==> config.mk <==
export PLATFORM = sky130hd
export DESIGN_NAME = cmp_seq_flat
export DESIGN_NICKNAME = d
export VERILOG_FILES = /design/src/rtl/cmp_seq_if.sv /design/src/rtl/cmp_seq.sv /design/src/flat_wrapper.sv
export SDC_FILE = /design/constraint.sdc
export NUM_CORES = 1
export LEC_CHECK = 0
export ABC_AREA = 0
export CORE_ASPECT_RATIO = 0.8
export CORE_UTILIZATION = 25
export CTS_BUF_LIST = sky130_fd_sc_hd__clkbuf_8
export DETAILED_ROUTE_END_ITERATION = 10
export PLACE_DENSITY = 0.54
export RECOVER_POWER = 50
export SLEW_MARGIN = 20
export SYNTH_ARGS = -nofsm -noshare
export SYNTH_HDL_FRONTEND = slang
export SYNTH_SLANG_ARGS = --single-unit
==> constraint.sdc <==
create_clock -name clk -period 1.7 [get_ports clk]
set_input_delay 0.425 -clock clk [delete_from_list [all_inputs] [get_ports clk]]
set_output_delay 0.425 -clock clk [all_outputs]
set_load 0.02 [all_outputs]
==> src/rtl/cmp_seq_if.sv <==
// Bundle of request, operand, result and external-comparator signals for cmp_seq.
// The slave modport is the sequencer; the master modport is the requesters plus the comparator.
interface cmp_seq_if;
  logic        req0, req1;
  logic [15:0] a0, b0, a1, b1;
  logic        gnt0, gnt1;
  logic        done0, done1;
  logic        res_gt, res_eq, res_lt;
  logic        busy;
  logic [3:0]  cmp_a, cmp_b;
  logic        cmp_gt_in, cmp_eq_in, cmp_lt_in;
  logic        cmp_gt, cmp_eq, cmp_lt;

  modport slave (
    input  req0, req1, a0, b0, a1, b1, cmp_gt, cmp_eq, cmp_lt,
    output gnt0, gnt1, done0, done1, res_gt, res_eq, res_lt, busy,
           cmp_a, cmp_b, cmp_gt_in, cmp_eq_in, cmp_lt_in
  );

  modport master (
    output req0, req1, a0, b0, a1, b1, cmp_gt, cmp_eq, cmp_lt,
    input  gnt0, gnt1, done0, done1, res_gt, res_eq, res_lt, busy,
           cmp_a, cmp_b, cmp_gt_in, cmp_eq_in, cmp_lt_in
  );
endinterface

==> src/rtl/cmp_seq.sv <==
// Two-requester 16-bit magnitude compare sequencer driving an external 4-bit cascadable
// comparator, LSB nibble first, with round-robin arbitration and a one-cycle done pulse.
module cmp_seq (
  input  logic       clk,
  input  logic       rst_n,
  cmp_seq_if.slave   bus
);
  typedef enum logic [1:0] {S_IDLE, S_RUN, S_DONE} state_t;

  localparam logic [2:0] CASC_INIT = 3'b010;  // {gt, eq, lt}: "equal so far"

  state_t      r_state;
  logic [1:0]  r_nib;
  logic [2:0]  r_casc;
  logic [15:0] r_a, r_b;
  logic        r_gnt0, r_gnt1;
  logic        r_done0, r_done1;
  logic        r_last;
  logic [2:0]  r_res;

  logic        w_any, w_sel;
  logic [2:0]  w_cmp;
  logic [3:0]  w_cmp_a, w_cmp_b;
  logic [2:0]  w_casc_out;

  assign w_any = bus.req0 | bus.req1;
  // On a tie the requester not served last wins; otherwise whoever is asking.
  assign w_sel = (bus.req0 & bus.req1) ? ~r_last : bus.req1;
  assign w_cmp = {bus.cmp_gt, bus.cmp_eq, bus.cmp_lt};

  // NOTE: state uses non-blocking assignments so every register samples pre-edge values.
  always_ff @(posedge clk or negedge rst_n) begin
    if (!rst_n) begin
      r_state <= S_IDLE;
      r_nib   <= 2'd0;
      r_casc  <= CASC_INIT;
      r_a     <= 16'd0;
      r_b     <= 16'd0;
      r_gnt0  <= 1'b0;
      r_gnt1  <= 1'b0;
      r_done0 <= 1'b0;
      r_done1 <= 1'b0;
      r_last  <= 1'b1;
      r_res   <= 3'b000;
    end else begin
      case (r_state)
        S_IDLE: begin
          if (w_any) begin
            r_a     <= w_sel ? bus.a1 : bus.a0;
            r_b     <= w_sel ? bus.b1 : bus.b0;
            r_nib   <= 2'd0;
            r_casc  <= CASC_INIT;
            r_gnt0  <= ~w_sel;
            r_gnt1  <= w_sel;
            r_last  <= w_sel;
            r_state <= S_RUN;
          end
        end
        S_RUN: begin
          r_casc <= w_cmp;
          r_nib  <= r_nib + 2'd1;
          if (r_nib == 2'd3) begin
            r_res   <= w_cmp;
            r_done0 <= r_gnt0;
            r_done1 <= r_gnt1;
            r_state <= S_DONE;
          end
        end
        S_DONE: begin
          r_done0 <= 1'b0;
          r_done1 <= 1'b0;
          r_gnt0  <= 1'b0;
          r_gnt1  <= 1'b0;
          r_state <= S_IDLE;
        end
        default: r_state <= S_IDLE;
      endcase
    end
  end

  // NOTE: every combinational output gets a default first so no latch is inferred.
  always_comb begin
    w_cmp_a    = 4'd0;
    w_cmp_b    = 4'd0;
    w_casc_out = CASC_INIT;
    if (r_state == S_RUN) begin
      w_cmp_a    = r_a[{r_nib, 2'b00} +: 4];
      w_cmp_b    = r_b[{r_nib, 2'b00} +: 4];
      w_casc_out = r_casc;
    end
  end

  assign bus.cmp_a     = w_cmp_a;
  assign bus.cmp_b     = w_cmp_b;
  assign bus.cmp_gt_in = w_casc_out[2];
  assign bus.cmp_eq_in = w_casc_out[1];
  assign bus.cmp_lt_in = w_casc_out[0];
  assign bus.gnt0      = r_gnt0;
  assign bus.gnt1      = r_gnt1;
  assign bus.done0     = r_done0;
  assign bus.done1     = r_done1;
  assign bus.res_gt    = r_res[2];
  assign bus.res_eq    = r_res[1];
  assign bus.res_lt    = r_res[0];
  assign bus.busy      = (r_state != S_IDLE);
endmodule

==> src/flat_wrapper.sv <==
// flat-port wrapper written by rule: the top's interface ports become plain ports
module cmp_seq_flat 
  (clk, rst_n, bus_req0, bus_req1, bus_a0, bus_b0, bus_a1, bus_b1, bus_cmp_gt, bus_cmp_eq, bus_cmp_lt, bus_gnt0, bus_gnt1, bus_done0, bus_done1, bus_res_gt, bus_res_eq, bus_res_lt, bus_busy, bus_cmp_a, bus_cmp_b, bus_cmp_gt_in, bus_cmp_eq_in, bus_cmp_lt_in);
  cmp_seq_if bus_i ();
  input  logic clk;
  input  logic rst_n;
  input wire logic [$bits(bus_i.req0)-1:0] bus_req0;
  input wire logic [$bits(bus_i.req1)-1:0] bus_req1;
  input wire logic [$bits(bus_i.a0)-1:0] bus_a0;
  input wire logic [$bits(bus_i.b0)-1:0] bus_b0;
  input wire logic [$bits(bus_i.a1)-1:0] bus_a1;
  input wire logic [$bits(bus_i.b1)-1:0] bus_b1;
  input wire logic [$bits(bus_i.cmp_gt)-1:0] bus_cmp_gt;
  input wire logic [$bits(bus_i.cmp_eq)-1:0] bus_cmp_eq;
  input wire logic [$bits(bus_i.cmp_lt)-1:0] bus_cmp_lt;
  output wire logic [$bits(bus_i.gnt0)-1:0] bus_gnt0;
  output wire logic [$bits(bus_i.gnt1)-1:0] bus_gnt1;
  output wire logic [$bits(bus_i.done0)-1:0] bus_done0;
  output wire logic [$bits(bus_i.done1)-1:0] bus_done1;
  output wire logic [$bits(bus_i.res_gt)-1:0] bus_res_gt;
  output wire logic [$bits(bus_i.res_eq)-1:0] bus_res_eq;
  output wire logic [$bits(bus_i.res_lt)-1:0] bus_res_lt;
  output wire logic [$bits(bus_i.busy)-1:0] bus_busy;
  output wire logic [$bits(bus_i.cmp_a)-1:0] bus_cmp_a;
  output wire logic [$bits(bus_i.cmp_b)-1:0] bus_cmp_b;
  output wire logic [$bits(bus_i.cmp_gt_in)-1:0] bus_cmp_gt_in;
  output wire logic [$bits(bus_i.cmp_eq_in)-1:0] bus_cmp_eq_in;
  output wire logic [$bits(bus_i.cmp_lt_in)-1:0] bus_cmp_lt_in;
  assign bus_i.req0 = bus_req0;
  assign bus_i.req1 = bus_req1;
  assign bus_i.a0 = bus_a0;
  assign bus_i.b0 = bus_b0;
  assign bus_i.a1 = bus_a1;
  assign bus_i.b1 = bus_b1;
  assign bus_i.cmp_gt = bus_cmp_gt;
  assign bus_i.cmp_eq = bus_cmp_eq;
  assign bus_i.cmp_lt = bus_cmp_lt;
  assign bus_gnt0 = bus_i.gnt0;
  assign bus_gnt1 = bus_i.gnt1;
  assign bus_done0 = bus_i.done0;
  assign bus_done1 = bus_i.done1;
  assign bus_res_gt = bus_i.res_gt;
  assign bus_res_eq = bus_i.res_eq;
  assign bus_res_lt = bus_i.res_lt;
  assign bus_busy = bus_i.busy;
  assign bus_cmp_a = bus_i.cmp_a;
  assign bus_cmp_b = bus_i.cmp_b;
  assign bus_cmp_gt_in = bus_i.cmp_gt_in;
  assign bus_cmp_eq_in = bus_i.cmp_eq_in;
  assign bus_cmp_lt_in = bus_i.cmp_lt_in;
  cmp_seq u_core (.clk(clk), .rst_n(rst_n), .bus(bus_i));
endmodule
=== Yosys cells after proc, flatten, opt, wreduce, memory -nomap -nowiden ===
Index checks and enable logic that the tools add are counted.

* $add $sub $neg: 1
* Equality and inequality tests: 5
* Shifts and indexed selects: 2
* Mux-type cells: 21
* Bitwise gates (word level): 4
* Reduce and logical (&&, ||, !) cells: 11

{| class="wikitable"
|+ Operators by type and width
! kind !! number
|-
| $mux 16 || 2
|-
| $shiftx 16x5->4 || 2
|-
| $reduce_and 2->1 || 6
|-
| $mux 4 || 2
|-
| $pmux 1 s2 || 4
|-
| $pmux 2 s2 || 2
|-
| $reduce_bool 2->1 || 4
|-
| $mux 2 || 3
|-
| $mux 3 || 2
|-
| $pmux 3 s2 || 1
|-
| $mux 1 || 5
|-
| $eq 2x2->1 const B || 2
|-
| $ne 2x1->1 const B || 2
|-
| $add 2x1->2 const B || 1
|-
| $eq 2x1->1 const B || 1
|-
| $logic_not 2->1 || 1
|-
| $not 1->1 || 2
|-
| $and 1x1->1 || 1
|-
| $or 1x1->1 || 1
|}

* Flip-flop bits (word level): 47
* Input bits: 71
* Output and inout bits: 19
* Logic and storage cells: 55

=== Logic depth before layout (Yosys ltp) ===
* Depth after elaboration: 5
* Depth in mapped cells: 6
* Depth with buffers taken out: 4

=== Worst setup path after synthesis ===
Ideal clock, no wire load.

* Path kind: register to output
* Start point: register u_core.r_nib[0]
* End point: output port bus_cmp_a[0]
* Arrival: 1321 ps
* Data required time: 1275 ps
* Setup slack: -46 ps
* Stages on the path, launching flop included: 4
* Buffers on the path: 1
* Cells stage by stage: dfrtp_1 > buf_2 > mux4_2 > and2_1

* Word-level cells in the longest chain between the ends: 2

{| class="wikitable"
|+ RTL lines
! element !! RTL line !! source
|-
| start: declaration || cmp_seq.sv:13 || <nowiki>logic [1:0] r_nib;</nowiki>
|-
| start signal: assignment || cmp_seq.sv:61 || <nowiki>r_nib <= r_nib + 2'd1;</nowiki>
|-
| $shiftx 16x5->4 || cmp_seq.sv:87 || <nowiki>w_cmp_a = r_a[{r_nib, 2'b00} +: 4];</nowiki>
|-
| $mux 4 || cmp_seq.sv:86 || <nowiki>if (r_state == S_RUN) begin</nowiki>
|-
| end: declaration || flat_wrapper.sv:24 || <nowiki>output wire logic [$bits(bus_i.cmp_a)-1:0] bus_cmp_a;</nowiki>
|}

Every way passes these cells.

=== Worst setup path in the final report ===
* Start point: register u_core.r_nib[0]
* End point: output port bus_cmp_b[1]

* Word-level cells in the longest chain between the ends: 2

{| class="wikitable"
|+ RTL lines
! element !! RTL line !! source
|-
| $shiftx 16x5->4 || cmp_seq.sv:88 || <nowiki>w_cmp_b = r_b[{r_nib, 2'b00} +: 4];</nowiki>
|-
| $mux 4 || cmp_seq.sv:86 ||
|-
| end: declaration || flat_wrapper.sv:25 || <nowiki>output wire logic [$bits(bus_i.cmp_b)-1:0] bus_cmp_b;</nowiki>
|}

Every way passes these cells.

==> results.md <==
- Sequential element share of the synthesized area: 49.5%
- Final min period: 2.03 ns
- CTS tree: built
- Setup CP Type: reg -> out
- Most numerous cell in the Yosys netlist: dfrtp_1
- Cell count after synthesis: 194
- Rel. slew slack: 33.2%
- Root buf cell: clkbuf_8
- Antenna violations before repair: 0
- Cts bufs inserted: 5
- Main synth FF type: dfrtp_1
- Worst setup EP type: output pin
- Initial core utilization: 26.0%
- CTS Hold Buffers Added: 0
- Total of max-cap violations: 0
- GR Util met1: 18.9%
- DRC: 14
- Synth Warn #: 0
- Placed cells: 408
- Startpoint Class: flop
- Post-synth EDFFs: 0
- Top post-synthesis cells by count: dfrtp_1 (45), a221o_1 (32), o21a_1 (32), nand2_1 (12), and2_1 (10)
- Layout cell share with drive strength beyond 1: 29.2%
- Vias: 2112
- Leak pwr: 1.74 nW
- Antenna fix cells: 0
- GRT Resource Usage Total: 14.0%
- Arr. time, crit path: 1.60 ns
- Ranking of synthesized cells by area: dfrtp_1 (47%), a221o_1 (13%), o21a_1 (10%)
- Routed Wire Length: 7.36 mm
- P&R area growth vs syn: 66.1%
- Synth top area share: 47.3%
- Tot Pwr: 7.39 mW
- Chip width: 111 um
- Most Crowded Layer GR: met2
- First-iteration detailed-routing DRC count: 106
- Largest net degree at the start of global routing: 36
- DRT Pass-1 Iters: 9
- Clock skew: 0.00564 ns
- Post-DRT Antenna Nets: 0
- Avg Cell Area, Syn: 12.3 um2
- Hold Path Class: in -> async
- Fin crit share: 119%
- Clock Sinks: 47
- M3 GR Usage: 3.93%
- Max-slew violations: 0
- Hold Vio Cnt, Final: 0
- CTS max path bufs: 2
- Port Buf Inserts: 89
- Register bit total from synthesis: 47
- Core area: 9150 um2
- Worst-path fanout max: 5
- RSZ-0062 raised after global routing: true
- Vias per cell: 4.88
- Count of cell types in the netlist: 27
- Die Height: 89.3 um
- Setup ws final: -0.328 ns
- Required @ worst endpoint: 1.27 ns
- First-pass GRT wire length: 10.6 mm
- Final setup viols: 44
- Area leader, netlist: dfrtp_1
- Die area: 9920 um2
- Ys async rst share: 100%
- Post-DR wirelength/cell: 17.0 um
- Failing checks: DRC, setup timing
- Post-Route Utilization: 43.2%
- Global route overflow: 0
- Outcome: complete, but fails checks
- Vias in the first global route: 2067
- Io pins: 90
- PD cells: 1870 nW/um2
- Site Rows: 31
- H-Tree Depth: 2
- Clock Latency Late Sink: 0.30 ns
- Setup TNS: -6.50 ns
- Peak VDD IR: 0.610 mV
- Post-synthesis instance area: 2380 um2
- Worst-Margin Slew: 1.00 ns
- Post-Syn Nets: 266
- Final #Nets: 389
- Clk pin slew, worst setup/hold paths: 0.09 ns
- Fmax: 493 MHz
- Post-Layout Cell Count: 433
- Post-DP HPWL: 4.73 mm
- RD Place Congestion: 0.715
- Met2 Use GR: 22.4%
final timing paths:
kind                                          startpoint                           end  depth (start not counted)  slack, ns
hold reg to reg              u_core.r_res[1]$_DFFE_PN0P_   u_core.r_res[1]$_DFFE_PN0P_                          1       0.51
max in group asynchronous                          rst_n  u_core.r_casc[0]$_DFFE_PN0P_                          2       0.43
setup / recovery             u_core.r_nib[0]$_DFFE_PN0P_                  bus_cmp_b[1]                          4      -0.33
min in group clk             u_core.r_res[1]$_DFFE_PN0P_   u_core.r_res[1]$_DFFE_PN0P_                          1       0.51
setup reg to reg           u_core.r_state[0]$_DFFE_PN0P_     u_core.r_a[5]$_DFFE_PN0P_                         10      -0.15
hold / removal                                     rst_n   u_core.r_res[1]$_DFFE_PN0P_                          1       0.27
worst max-delay path, cell delays in order, from the launching register on:
cell	delay [ns]
dfrtp_1	0.38
buf_6	0.15
mux4_2	0.49
and2_4	0.16
buf_6	0.12
where the power goes:
part | internal, mW | switching [mW] | total (mW)
logic | 2.67 | 1.89 | 4.56
clock network | 0.476 | 0.377 | 0.853
registers | 1.67 | 0.305 | 1.98
metal layers:
metal,routed length [um],vias up
met2,3300,85
met1,3470,1026
met4,36,0
met5,0,-
li1,-,996
met3,559,5
state kept, by name, indices dropped and copies added (netlist names), 2 cells and up:
| name | cells |
|---|---|
| u_core.r_casc | 3 |
| u_core.r_nib | 2 |
| u_core.r_state | 2 |
| u_core.r_a | 16 |
| u_core.r_b | 16 |
| u_core.r_res | 3 |
metrics by stage:
step | hold slack, ns | setup WS [ns] | instance area [um2]
floorplan | 0.129 | 0.0336 | 2380
global placement | 0.390 | -0.424 | 3540
detailed placement | 0.394 | -0.420 | 3540
CTS | 0.0600 | -0.340 | 3710
global route | 0.361 | -0.411 | 3950
finish | 0.265 | -0.328 | 3950
layout make-up:
class	instances	area, um2
Clock inverter	2	35.0
Fill cell	867	5200
Sequential cell	47	1180
Multi-Input combinational cell	125	1110
Clock buffer	6	82.6
Timing Repair Buffer	133	1390
Inverter	5	21.3
Tap cell	115	144
cells by family after synthesis:
logic type | share of synthesized area [%]
flops | 49.5
buf+inv | 5.52
mux | 8.99
simple gates | 6.73
compound gates | 28.7
fa+ha+maj | 0.526
timing repair:
action	in CTS	in global routing
resized for setup	88	29
buffers inserted	1	9
setup endpoints to repair	20	47
pin swaps	9	10
cloned	0	7
endpoints found under the hold margin	0	0
cell usage in the layout (no fill, tap or decap), types with 3 or more instances in the layout:
cell type / count
mux2_2: 3
a221o_1: 32
mux4_2: 8
dfrtp_1: 45
o21a_1: 32
nor2_1: 3
buf_4: 19
dlymetal6s2s_1: 3
inv_1: 4
o21ai_0: 8
and2_4: 10
clkbuf_8: 6
a21oi_1: 3
dlygate4sd2_1: 4
buf_12: 5
buf_6: 25
nand2_1: 12
clkdlybuf4s50_1: 69
Power figures use the tool's default switching activity.
